### src/rtl/muldiv_pkg.sv
// Shared types for the iterative multiply/divide unit.
// Op encoding, FSM states and per-op signedness helpers.
package muldiv_pkg;

   localparam int MULDIV_WIDTH = 32;

   typedef enum logic [2:0] {
      OP_MUL    = 3'd0,
      OP_MULH   = 3'd1,
      OP_MULHSU = 3'd2,
      OP_MULHU  = 3'd3,
      OP_DIV    = 3'd4,
      OP_DIVU   = 3'd5,
      OP_REM    = 3'd6,
      OP_REMU   = 3'd7
   } muldiv_op_t;

   typedef enum logic [1:0] {
      ST_IDLE = 2'd0,
      ST_CALC = 2'd1,
      ST_FIX  = 2'd2,
      ST_DONE = 2'd3
   } muldiv_state_t;

   function automatic logic op_is_div(muldiv_op_t o);
      return o inside {OP_DIV, OP_DIVU, OP_REM, OP_REMU};
   endfunction

   function automatic logic op_a_signed(muldiv_op_t o);
      return o inside {OP_MULH, OP_MULHSU, OP_DIV, OP_REM};
   endfunction

   function automatic logic op_b_signed(muldiv_op_t o);
      return o inside {OP_MULH, OP_DIV, OP_REM};
   endfunction

endpackage

### src/rtl/muldiv_special.sv
// Early-out detection for divide-by-zero and signed overflow.
// Produces the architectural result without iterating.
module muldiv_special
   import muldiv_pkg::*;
#(
   parameter int WIDTH = MULDIV_WIDTH
) (
   input  muldiv_op_t       op,
   input  logic [WIDTH-1:0] a,
   input  logic [WIDTH-1:0] b,
   output logic             hit,
   output logic [WIDTH-1:0] res
);

   localparam logic [WIDTH-1:0] MINV = {1'b1, {(WIDTH-1){1'b0}}};

   logic is_rem;
   logic dz;
   logic ovf;

   always_comb begin
      is_rem = op inside {OP_REM, OP_REMU};
      dz     = op_is_div(op) && (b == '0);
      ovf    = op_is_div(op) && op_b_signed(op)
               && (a == MINV) && (b == '1);
      hit    = dz | ovf;
      res    = '0;
      unique case (1'b1)
         dz:      res = is_rem ? a : '1;
         ovf:     res = is_rem ? '0 : a;
         default: res = '0;
      endcase
   end

endmodule

### src/rtl/muldiv_unit.sv
// Iterative M-extension unit: shift-add multiply and restoring
// divide on magnitudes, one bit per cycle, sign fixed at the end.
module muldiv_unit
   import muldiv_pkg::*;
#(
   parameter int WIDTH = MULDIV_WIDTH,
   parameter int CNT_W = $clog2(WIDTH+1)
) (
   input  logic             clk,
   input  logic             rst,
   input  logic             in_valid,
   output logic             in_ready,
   input  muldiv_op_t       op,
   input  logic [WIDTH-1:0] SrcA,
   input  logic [WIDTH-1:0] SrcB,
   input  logic             flush,
   output logic             out_valid,
   input  logic             out_ready,
   output logic [WIDTH-1:0] result,
   output logic             busy
);

   localparam logic [CNT_W-1:0] CNT_INIT = CNT_W'(WIDTH);

   muldiv_state_t    state, state_nx;
   muldiv_op_t       op_q;
   logic [WIDTH-1:0] a_q, b_q, dv_q, hi_q, lo_q, res_q;
   logic [CNT_W-1:0] cnt_q;
   logic             neg_q, rneg_q;

   logic             accept, first;
   logic             a_neg, b_neg;
   logic [WIDTH-1:0] a_mag, b_mag;
   logic [WIDTH:0]   mul_sum, div_sh, div_df;
   logic [2*WIDTH-1:0] prod;
   logic [WIDTH-1:0] quo, rem, fix_res;
   logic             sp_hit;
   logic [WIDTH-1:0] sp_res;

   muldiv_special #(.WIDTH(WIDTH)) u_special (
      .op  (op_q),
      .a   (a_q),
      .b   (b_q),
      .hit (sp_hit),
      .res (sp_res)
   );

   assign accept = in_valid & in_ready & ~flush;
   assign first  = (cnt_q == CNT_INIT);
   assign result = res_q;

   always_comb begin
      a_neg   = op_a_signed(op) & SrcA[WIDTH-1];
      b_neg   = op_b_signed(op) & SrcB[WIDTH-1];
      a_mag   = a_neg ? -SrcA : SrcA;
      b_mag   = b_neg ? -SrcB : SrcB;
      mul_sum = {1'b0, hi_q} + (lo_q[0] ? {1'b0, dv_q} : '0);
      div_sh  = {hi_q, lo_q[WIDTH-1]};
      div_df  = div_sh - {1'b0, dv_q};
      prod    = neg_q ? -{hi_q, lo_q} : {hi_q, lo_q};
      quo     = neg_q ? -lo_q : lo_q;
      rem     = rneg_q ? -hi_q : hi_q;
      fix_res = '0;
      unique case (op_q)
         OP_MUL:                       fix_res = prod[WIDTH-1:0];
         OP_MULH, OP_MULHSU, OP_MULHU: fix_res = prod[2*WIDTH-1:WIDTH];
         OP_DIV, OP_DIVU:              fix_res = quo;
         OP_REM, OP_REMU:              fix_res = rem;
         default:                      fix_res = '0;
      endcase
   end

   always_ff @(posedge clk or posedge rst) begin
      if (rst) state <= ST_IDLE;
      else     state <= state_nx;
   end

   always_comb begin
      state_nx = state;
      unique case (state)
         ST_IDLE: if (accept) state_nx = ST_CALC;
         ST_CALC: begin
            if (first && sp_hit)    state_nx = ST_DONE;
            else if (cnt_q == '0)   state_nx = ST_FIX;
         end
         ST_FIX:  state_nx = ST_DONE;
         ST_DONE: if (out_ready) state_nx = ST_IDLE;
         default: state_nx = ST_IDLE;
      endcase
      if (flush) state_nx = ST_IDLE;
   end

   always_comb begin
      in_ready  = 1'b0;
      busy      = 1'b1;
      out_valid = 1'b0;
      unique case (state)
         ST_IDLE: begin
            in_ready = ~rst;
            busy     = 1'b0;
         end
         ST_DONE: out_valid = 1'b1;
         default: ;
      endcase
   end

   always_ff @(posedge clk or posedge rst) begin
      if (rst) begin
         op_q   <= OP_MUL;
         a_q    <= '0;
         b_q    <= '0;
         dv_q   <= '0;
         hi_q   <= '0;
         lo_q   <= '0;
         res_q  <= '0;
         cnt_q  <= '0;
         neg_q  <= 1'b0;
         rneg_q <= 1'b0;
      end else if (accept) begin
         op_q   <= op;
         a_q    <= SrcA;
         b_q    <= SrcB;
         hi_q   <= '0;
         cnt_q  <= CNT_INIT;
         neg_q  <= a_neg ^ b_neg;
         rneg_q <= a_neg;
         // divisor and multiplicand share dv_q
         dv_q   <= op_is_div(op) ? b_mag : a_mag;
         lo_q   <= op_is_div(op) ? a_mag : b_mag;
      end else if (state == ST_CALC) begin
         if (first && sp_hit) res_q <= sp_res;
         if (cnt_q != '0) begin
            cnt_q <= cnt_q - CNT_W'(1);
            if (op_is_div(op_q)) begin
               hi_q <= div_df[WIDTH] ? div_sh[WIDTH-1:0]
                                     : div_df[WIDTH-1:0];
               lo_q <= {lo_q[WIDTH-2:0], ~div_df[WIDTH]};
            end else begin
               {hi_q, lo_q} <= {mul_sum, lo_q[WIDTH-1:1]};
            end
         end
      end else if (state == ST_FIX) begin
         res_q <= fix_res;
      end
   end

endmodule

### config.mk
export PLATFORM = sky130hd
export DESIGN_NAME = muldiv_unit
export DESIGN_NICKNAME = d
export VERILOG_FILES = /design/src/rtl/muldiv_pkg.sv /design/src/rtl/muldiv_special.sv /design/src/rtl/muldiv_unit.sv
export SDC_FILE = /design/constraint.sdc
export NUM_CORES = 1
export LEC_CHECK = 0
export ABC_AREA = 0
export ABC_CLOCK_PERIOD_IN_PS = 7200
export BUFFER_PORTS_ARGS = -buffer_cell sky130_fd_sc_hd__buf_2
export CELL_PAD_IN_SITES_DETAIL_PLACEMENT = 1
export CELL_PAD_IN_SITES_GLOBAL_PLACEMENT = 1
export CORE_UTILIZATION = 40
export CTS_BUF_LIST = sky130_fd_sc_hd__clkbuf_4 sky130_fd_sc_hd__clkbuf_8
export CTS_CLUSTER_SIZE = 20
export DETAILED_ROUTE_END_ITERATION = 10
export GPL_ROUTABILITY_DRIVEN = 1
export MAX_ROUTING_LAYER = met4
export PLACE_DENSITY = 0.81
export SLEW_MARGIN = 25
export SYNTH_ARGS = -nofsm -noshare
export SYNTH_HDL_FRONTEND = slang
export SYNTH_SLANG_ARGS = --single-unit
### constraint.sdc
create_clock -name clk -period 7.2 [get_ports clk]
set_clock_uncertainty 0.2 [all_clocks]
set_input_delay 0.36 -clock clk [delete_from_list [all_inputs] [get_ports clk]]
set_output_delay 0.36 -clock clk [all_outputs]
set_load 0.005 [all_outputs]
### Word-level counts from Yosys, hierarchy flattened

Index checks and enable logic that the tools add are counted.

* register bits: 205
* input port bits: 72
* word-level logic and storage cells: 113

* equal/unequal tests: 23
* muxes and demuxes: 36
* add/sub/neg operators: 8
* reductions and logical operators: 25
* bitwise gates (word level): 10

Operator list (number)
* $mux W32: 21
* $neg A32 Y32: 4
* $pmux W32 S4: 1
* $eq A32 B32 Y1 const B: 2
* $mux W64: 1
* $neg A64 Y64: 1
* $pmux W32 S2: 1
* $add A32 B32 Y33: 1
* $sub A33 B32 Y33: 1
* $logic_not A32 Y1: 1
* $eq A3 B3 Y1 const B: 8
* $mux W6: 3
* $reduce_bool A4 Y1: 3
* $mux W2: 5
* $eq A3 B2 Y1 const B: 3
* $pmux W2 S4: 1
* $reduce_bool A2 Y1: 4
* $eq A3 B1 Y1 const B: 2
* $eq A6 B6 Y1 const B: 1
* $logic_not A6 Y1: 1
* $ne A3 B3 Y1 const B: 2
* $reduce_and A3 Y1: 2
* $reduce_bool A3 Y1: 2
* $reduce_bool A6 Y1: 1
* 16 further kinds: 30

### Depth between registers and ports, before layout

* depth after elaboration: 10
* depth in mapped cells: 14
* mapped depth without buffers: 13

### Cells and area by module

A second synthesis with hierarchy kept.

* cells, all modules: 2329
* area, all modules: 17600.6 sq um

By module, submodules not included
* muldiv_unit: instances 1, cells each 2250, area each 17022.6 sq um
* muldiv_special: instances 1, cells each 79, area each 578.1 sq um

### Worst setup path after synthesis

OpenSTA, ideal clock, no wires.

* path kind: input port to flip-flop
* start point: input rst
* end point: register dv_q[10]
* path slack: 0.563 ns
* arrival time: 6.354 ns
* setup time: 0.083 ns
* stages: 7
* path buffers: 2
* data required time: 6.917 ns
* path through: inv_1 -> nand2_1 -> nor3_1 -> clkbuf_1 -> buf_1 -> o211ai_1 -> o21ai_0

* cells in the longest elaborated chain, start to end: 4

Ends and longest elaborated chain
* start, declared: line muldiv_unit.sv:10 `input logic rst,`
* $not A1 Y1: line muldiv_unit.sv:99 `in_ready = ~rst;`
* $mux W1: line muldiv_unit.sv:97 `unique case (state)`
* $and A1 B1 Y1 (2 in a row): line muldiv_unit.sv:48 `assign accept = in_valid & in_ready & ~flush;`
* end signal, assigned: line muldiv_unit.sv:128 `dv_q <= op_is_div(op) ? b_mag : a_mag;`
* end, declared: line muldiv_unit.sv:27 `logic [WIDTH-1:0] a_q, b_q, dv_q, hi_q, lo_q, res_q;`

Every way passes these cells.
A chain may end at the register's enable or synchronous reset.

### Worst setup path in the final report

* start point: register lo_q[0]
* end point: register hi_q[27]

* cells in the longest elaborated chain, start to end: 6

Ends and longest elaborated chain
* start, declared: line muldiv_unit.sv:27
* start signal, assigned: line muldiv_unit.sv:129 `lo_q <= op_is_div(op) ? a_mag : b_mag;`
* start signal, assigned: line muldiv_unit.sv:137 `lo_q <= {lo_q[WIDTH-2:0], ~div_df[WIDTH]};`
* start signal, assigned: line muldiv_unit.sv:139 `{hi_q, lo_q} <= {mul_sum, lo_q[WIDTH-1:1]};`
* $mux W32: line muldiv_unit.sv:57 `mul_sum = {1'b0, hi_q} + (lo_q[0] ? {1'b0, dv_q} : '0);`
* $add A32 B32 Y33: line muldiv_unit.sv:57
* $mux W32: line muldiv_unit.sv:134 `if (op_is_div(op_q)) begin`
* $mux W32: line muldiv_unit.sv:132 `if (cnt_q != '0) begin`
* $mux W32: line muldiv_unit.sv:130 `end else if (state == ST_CALC) begin`
* $mux W32: line muldiv_unit.sv:119 `end else if (accept) begin`
* end signal, assigned: line muldiv_unit.sv:135 `hi_q <= div_df[WIDTH] ? div_sh[WIDTH-1:0]`
* end signal, assigned: line muldiv_unit.sv:139
* end, declared: line muldiv_unit.sv:27

Every way passes these cells. The select of a mux whose other input is x is not followed.

==> flow_summary.yaml <==
drt:
  viasPerCell: 6.27
  ant_nets: 0
  firstDrtPassIters: 5
  avgRoutedWirePerCell_um: 25.9
  routed_wirelength_um: 78200
  drc: 0
  num_vias: 18900
  drt_first_iter_violations: 1775
sta:
  setup-violations-final: 0
  timing.fmax_mhz: 206
  finalCritPeriodShare_pct: 67.6
  rsz0062_at_grt: "no"
  timing.final.ws_setup_ns: 2.34
  final_max_slew_viol_count: 0
  tightest_slew_ns: 1.08
  hold_viol: 0
  slew-limit-headroom_pct: 28.2
  setup_tns_ns: 0
  period_minus_slack_ns: 4.86
pwr:
  peakVddDrop_uv: 341
  p_total_w: 0.00984
  p_leak_nw: 8.59
  p_per_area_nw_per_um2: 492
cells_and_area:
  syn2layout_area_growth_pct: 14.3
  fin_cells: 3017
  nNetsFinal: 2546
  multi_input_area_um2: 11500
  n_fill_cell: 5347
  drive_above_1_share_pct: 9.76
  regArea_um2: 5130
synth:
  synth_edf_count: 0
  avgSynthCellArea_um2: 7.53
  synthCells: 2324
  synth_fp_nets: 2470
  yosysWarnings: 0
  syn-cell-area_um2: 17500
  ys_seq_area_share_pct: 29.3
  ys_seq_elements: 205
  synthDistinctLibCells: 80
  async_flop_share_pct: 100
  synth-main-ff-cell: "dfrtp_1"
clock_network:
  cts_buffer_depth: 3
  clkSinkCount: 205
  h-tree-depth: 2
  cts_tree: "yes"
  clock_latency_ns: 0.64
  clkTransAtPathRegs_ns: 0.07
  cts_resized: 0
  cts_root_buf: "clkbuf_8"
  cts_inserted_buffers: 40
die:
  fp-row-count: 76
  start_util_pct: 40.6
  die_w_um: 211
  die_h_um: 211
  ios: 107
  die_area_um2: 44600
  core_um2: 43100
setup_path:
  crit_chain: "clkinv_1 > nor2_1 > ha_1 > nor2b_1 > o31a_1 > o31ai_1 > o311ai_0 > o211ai_1 > a31o_2 > nor4bb_1 > nor4_1 > a221oi_1"
  critPathCaptureType: "register"
  cpLargestDelayFamily: "compound AO/OA/AOI/OAI gates"
  crit-reg2reg-launch: "lo_q[0]$_DFFE_PP0P_"
  crit_path_max_fanout: 32
  cp-start-kind: "register"
  crit_type: "reg2reg"
  critical-path-max-stage-delay_ns: 0.83
  required_ns: 7.51
  critPathBufInv: 1
  rrSetupSlack_ns: 2.34
  r2r_end: "hi_q[27]$_DFFE_PP0P_"
  reg2regPathDepth: 12
  crit_path_top_delay_cell: "clkinv_1"
  crit_arrival_ns: 5.17
placement:
  place_hpwl_um: 56000
  place_congestion: 1.02
  place_ws_ns: 2.69
  portBuffers: 106
  placedCellCount: 2875
global_route:
  use_met2_pct: 57.2
  antenna_found_initial: 3
  grt_start_max_net_pins: 100
  grt-ovfl-total: 0
  track_usage_pct: 36.2
  grt_use_met1_pct: 45.0
  first_global_vias: 19200
  grt_util_met3_pct: 5.84
  grt_pass1_wl_um: 119000
  grt_busiest_layer: "met2"
hold_path:
  hp-start: "out_ready"
  hold_path_class: "in2reg"
  min_to: "state[0]$_DFFE_PP0P_"
  whs_path_depth: 5
outcome:
  status: "finished, final reports clean"
flow_run:
  cap_violations: 0
-- worst min-delay path, stage by stage --
cell     delay [ns]
buf_2          0.10
nor2b_1        0.16
or3_1          0.14
a21oi_1        0.06
nor2_1         0.08
-- how the worst max path moves through the flow --
stage                              from  slack, ns                   end  cells after the start
floorplan                           rst       0.56  dv_q[10]$_DFFE_PP0P_                      7
global placement    lo_q[0]$_DFFE_PP0P_       2.67  hi_q[27]$_DFFE_PP0P_                     11
detailed placement  lo_q[0]$_DFFE_PP0P_       2.69  hi_q[27]$_DFFE_PP0P_                     11
CTS                 lo_q[0]$_DFFE_PP0P_       2.62  hi_q[27]$_DFFE_PP0P_                     12
global route        lo_q[0]$_DFFE_PP0P_       2.05  hi_q[27]$_DFFE_PP0P_                     12
finish              lo_q[0]$_DFFE_PP0P_       2.34  hi_q[27]$_DFFE_PP0P_                     12
-- placed cells by master, fill, tap and decap left out, types with 7 or more instances in the layout --
cell | netlist | final
o21bai_1 | 8 | 8
xor2_1 | 78 | 78
o41ai_1 | 12 | 12
o31ai_1 | 38 | 38
o221ai_1 | 19 | 19
a31oi_1 | 21 | 21
nand3_1 | 28 | 27
nor2b_1 | 14 | 14
a22oi_1 | 12 | 12
ha_1 | 72 | 72
mux2i_1 | 68 | 68
or4_1 | 25 | 25
clkinv_2 | 0 | 7
nor3_1 | 45 | 42
or3_1 | 26 | 25
o21a_1 | 13 | 13
o22ai_1 | 8 | 8
o21ai_0 | 210 | 209
nand2b_1 | 15 | 15
buf_2 | 6 | 106
dlygate4sd3_1 | 0 | 68
clkbuf_4 | 0 | 7
nor2_1 | 196 | 194
dfrtp_1 | 205 | 203
a211oi_1 | 20 | 20
a221oi_1 | 9 | 9
nand2_1 | 383 | 383
buf_4 | 0 | 19
and3_1 | 11 | 11
o211ai_1 | 50 | 50
a21o_1 | 20 | 20
a21oi_1 | 220 | 220
inv_1 | 74 | 72
nor4_1 | 31 | 31
clkbuf_8 | 0 | 52
and2_1 | 8 | 8
xnor2_1 | 106 | 106
nand4_1 | 20 | 20
-- through the flow --
| step | instance area, um^2 | hold WS, ns | util (%) |
|---|---|---|---|
| floorplan | 17500 | 0.226 | - |
| global placement | 18400 | 0.258 | 42.6 |
| detailed placement | 18400 | 0.265 | 42.7 |
| CTS | 20000 | 0.110 | 46.4 |
| global route | 20000 | 0.167 | 46.4 |
| finish | 20000 | 0.139 | 46.4 |
-- routing by layer --
layer	part of all wire, %	wire length [um]
met1	41	32100
met3	7.2	5640
met2	47	36400
met4	5.2	4050
met5	0	0
-- where the power goes --
group / switching [W] / internal, W / leakage (nW)
Sequential: 0.000831 / 0.00167 / 2.57
Combinational: 0.00379 / 0.00215 / 5.54
Clock: 0.000604 / 0.000797 / 0.489
-- registers in the layout, indices dropped and copies added, names as in the netlist, 3 cells and up --
register / count
b_q: 32
cnt_q: 6
op_q: 3
dv_q: 32
lo_q: 32
result: 32
hi_q: 32
a_q: 32
-- cell type report --
| class | instances | share of cell area, % |
|---|---|---|
| Multi-Input combinational cell | 1884 | 57.7 |
| Clock buffer | 59 | 3.84 |
| Timing Repair Buffer | 195 | 6.92 |
| Antenna cell | 3 | 0.0375 |
| Sequential cell | 205 | 25.7 |
| Inverter | 74 | 1.43 |
| Tap cell | 585 | 3.66 |
| Clock inverter | 12 | 0.763 |
-- cells by family after synthesis --
kind of cell             Yosys count  share of synthesized area (%)
AND/OR/NAND/NOR                  834                           21.7
AO/OA/AOI/OAI                    719                           25.1
buffers and inverters            235                           5.08
flip-flops                       205                           29.3
XOR/XNOR                         184                           9.21
adder cells (fa/ha/maj)           74                           5.38
multiplexers                      73                           4.21
-- cell usage after synthesis, drive strengths merged, types with 13 or more instances --
cell / instances / area share (%)
o21ai: 218 / 6.3
nor2b: 14 / 0.50
nand2b: 16 / 0.59
dfrtp: 205 / 29
a21o: 20 / 0.86
inv: 74 / 1.6
nor3: 46 / 1.3
nand2: 383 / 8.2
a21oi: 221 / 6.3
o221ai: 19 / 0.95
xnor2: 106 / 5.3
mux2i: 68 / 3.9
or3: 26 / 0.93
a211oi: 20 / 0.86
or4: 28 / 1.3
o211ai: 50 / 2.1
buf: 25 / 0.58
o31ai: 38 / 1.6
ha: 72 / 5.1
nor4: 33 / 1.3
nand3: 28 / 0.80
nor2: 196 / 4.2
a31oi: 21 / 0.75
clkbuf: 136 / 2.9
xor2: 78 / 3.9
o21a: 13 / 0.56
nand4: 20 / 0.72
-- timing repair --
action	4_1_cts	5_1_grt
hold buffers	68	0
endpoints found under the hold margin	142	0
endpoints found under the setup margin	0	0
setup buffers	0	0
No activity file was read; power rests on OpenSTA's default activity.
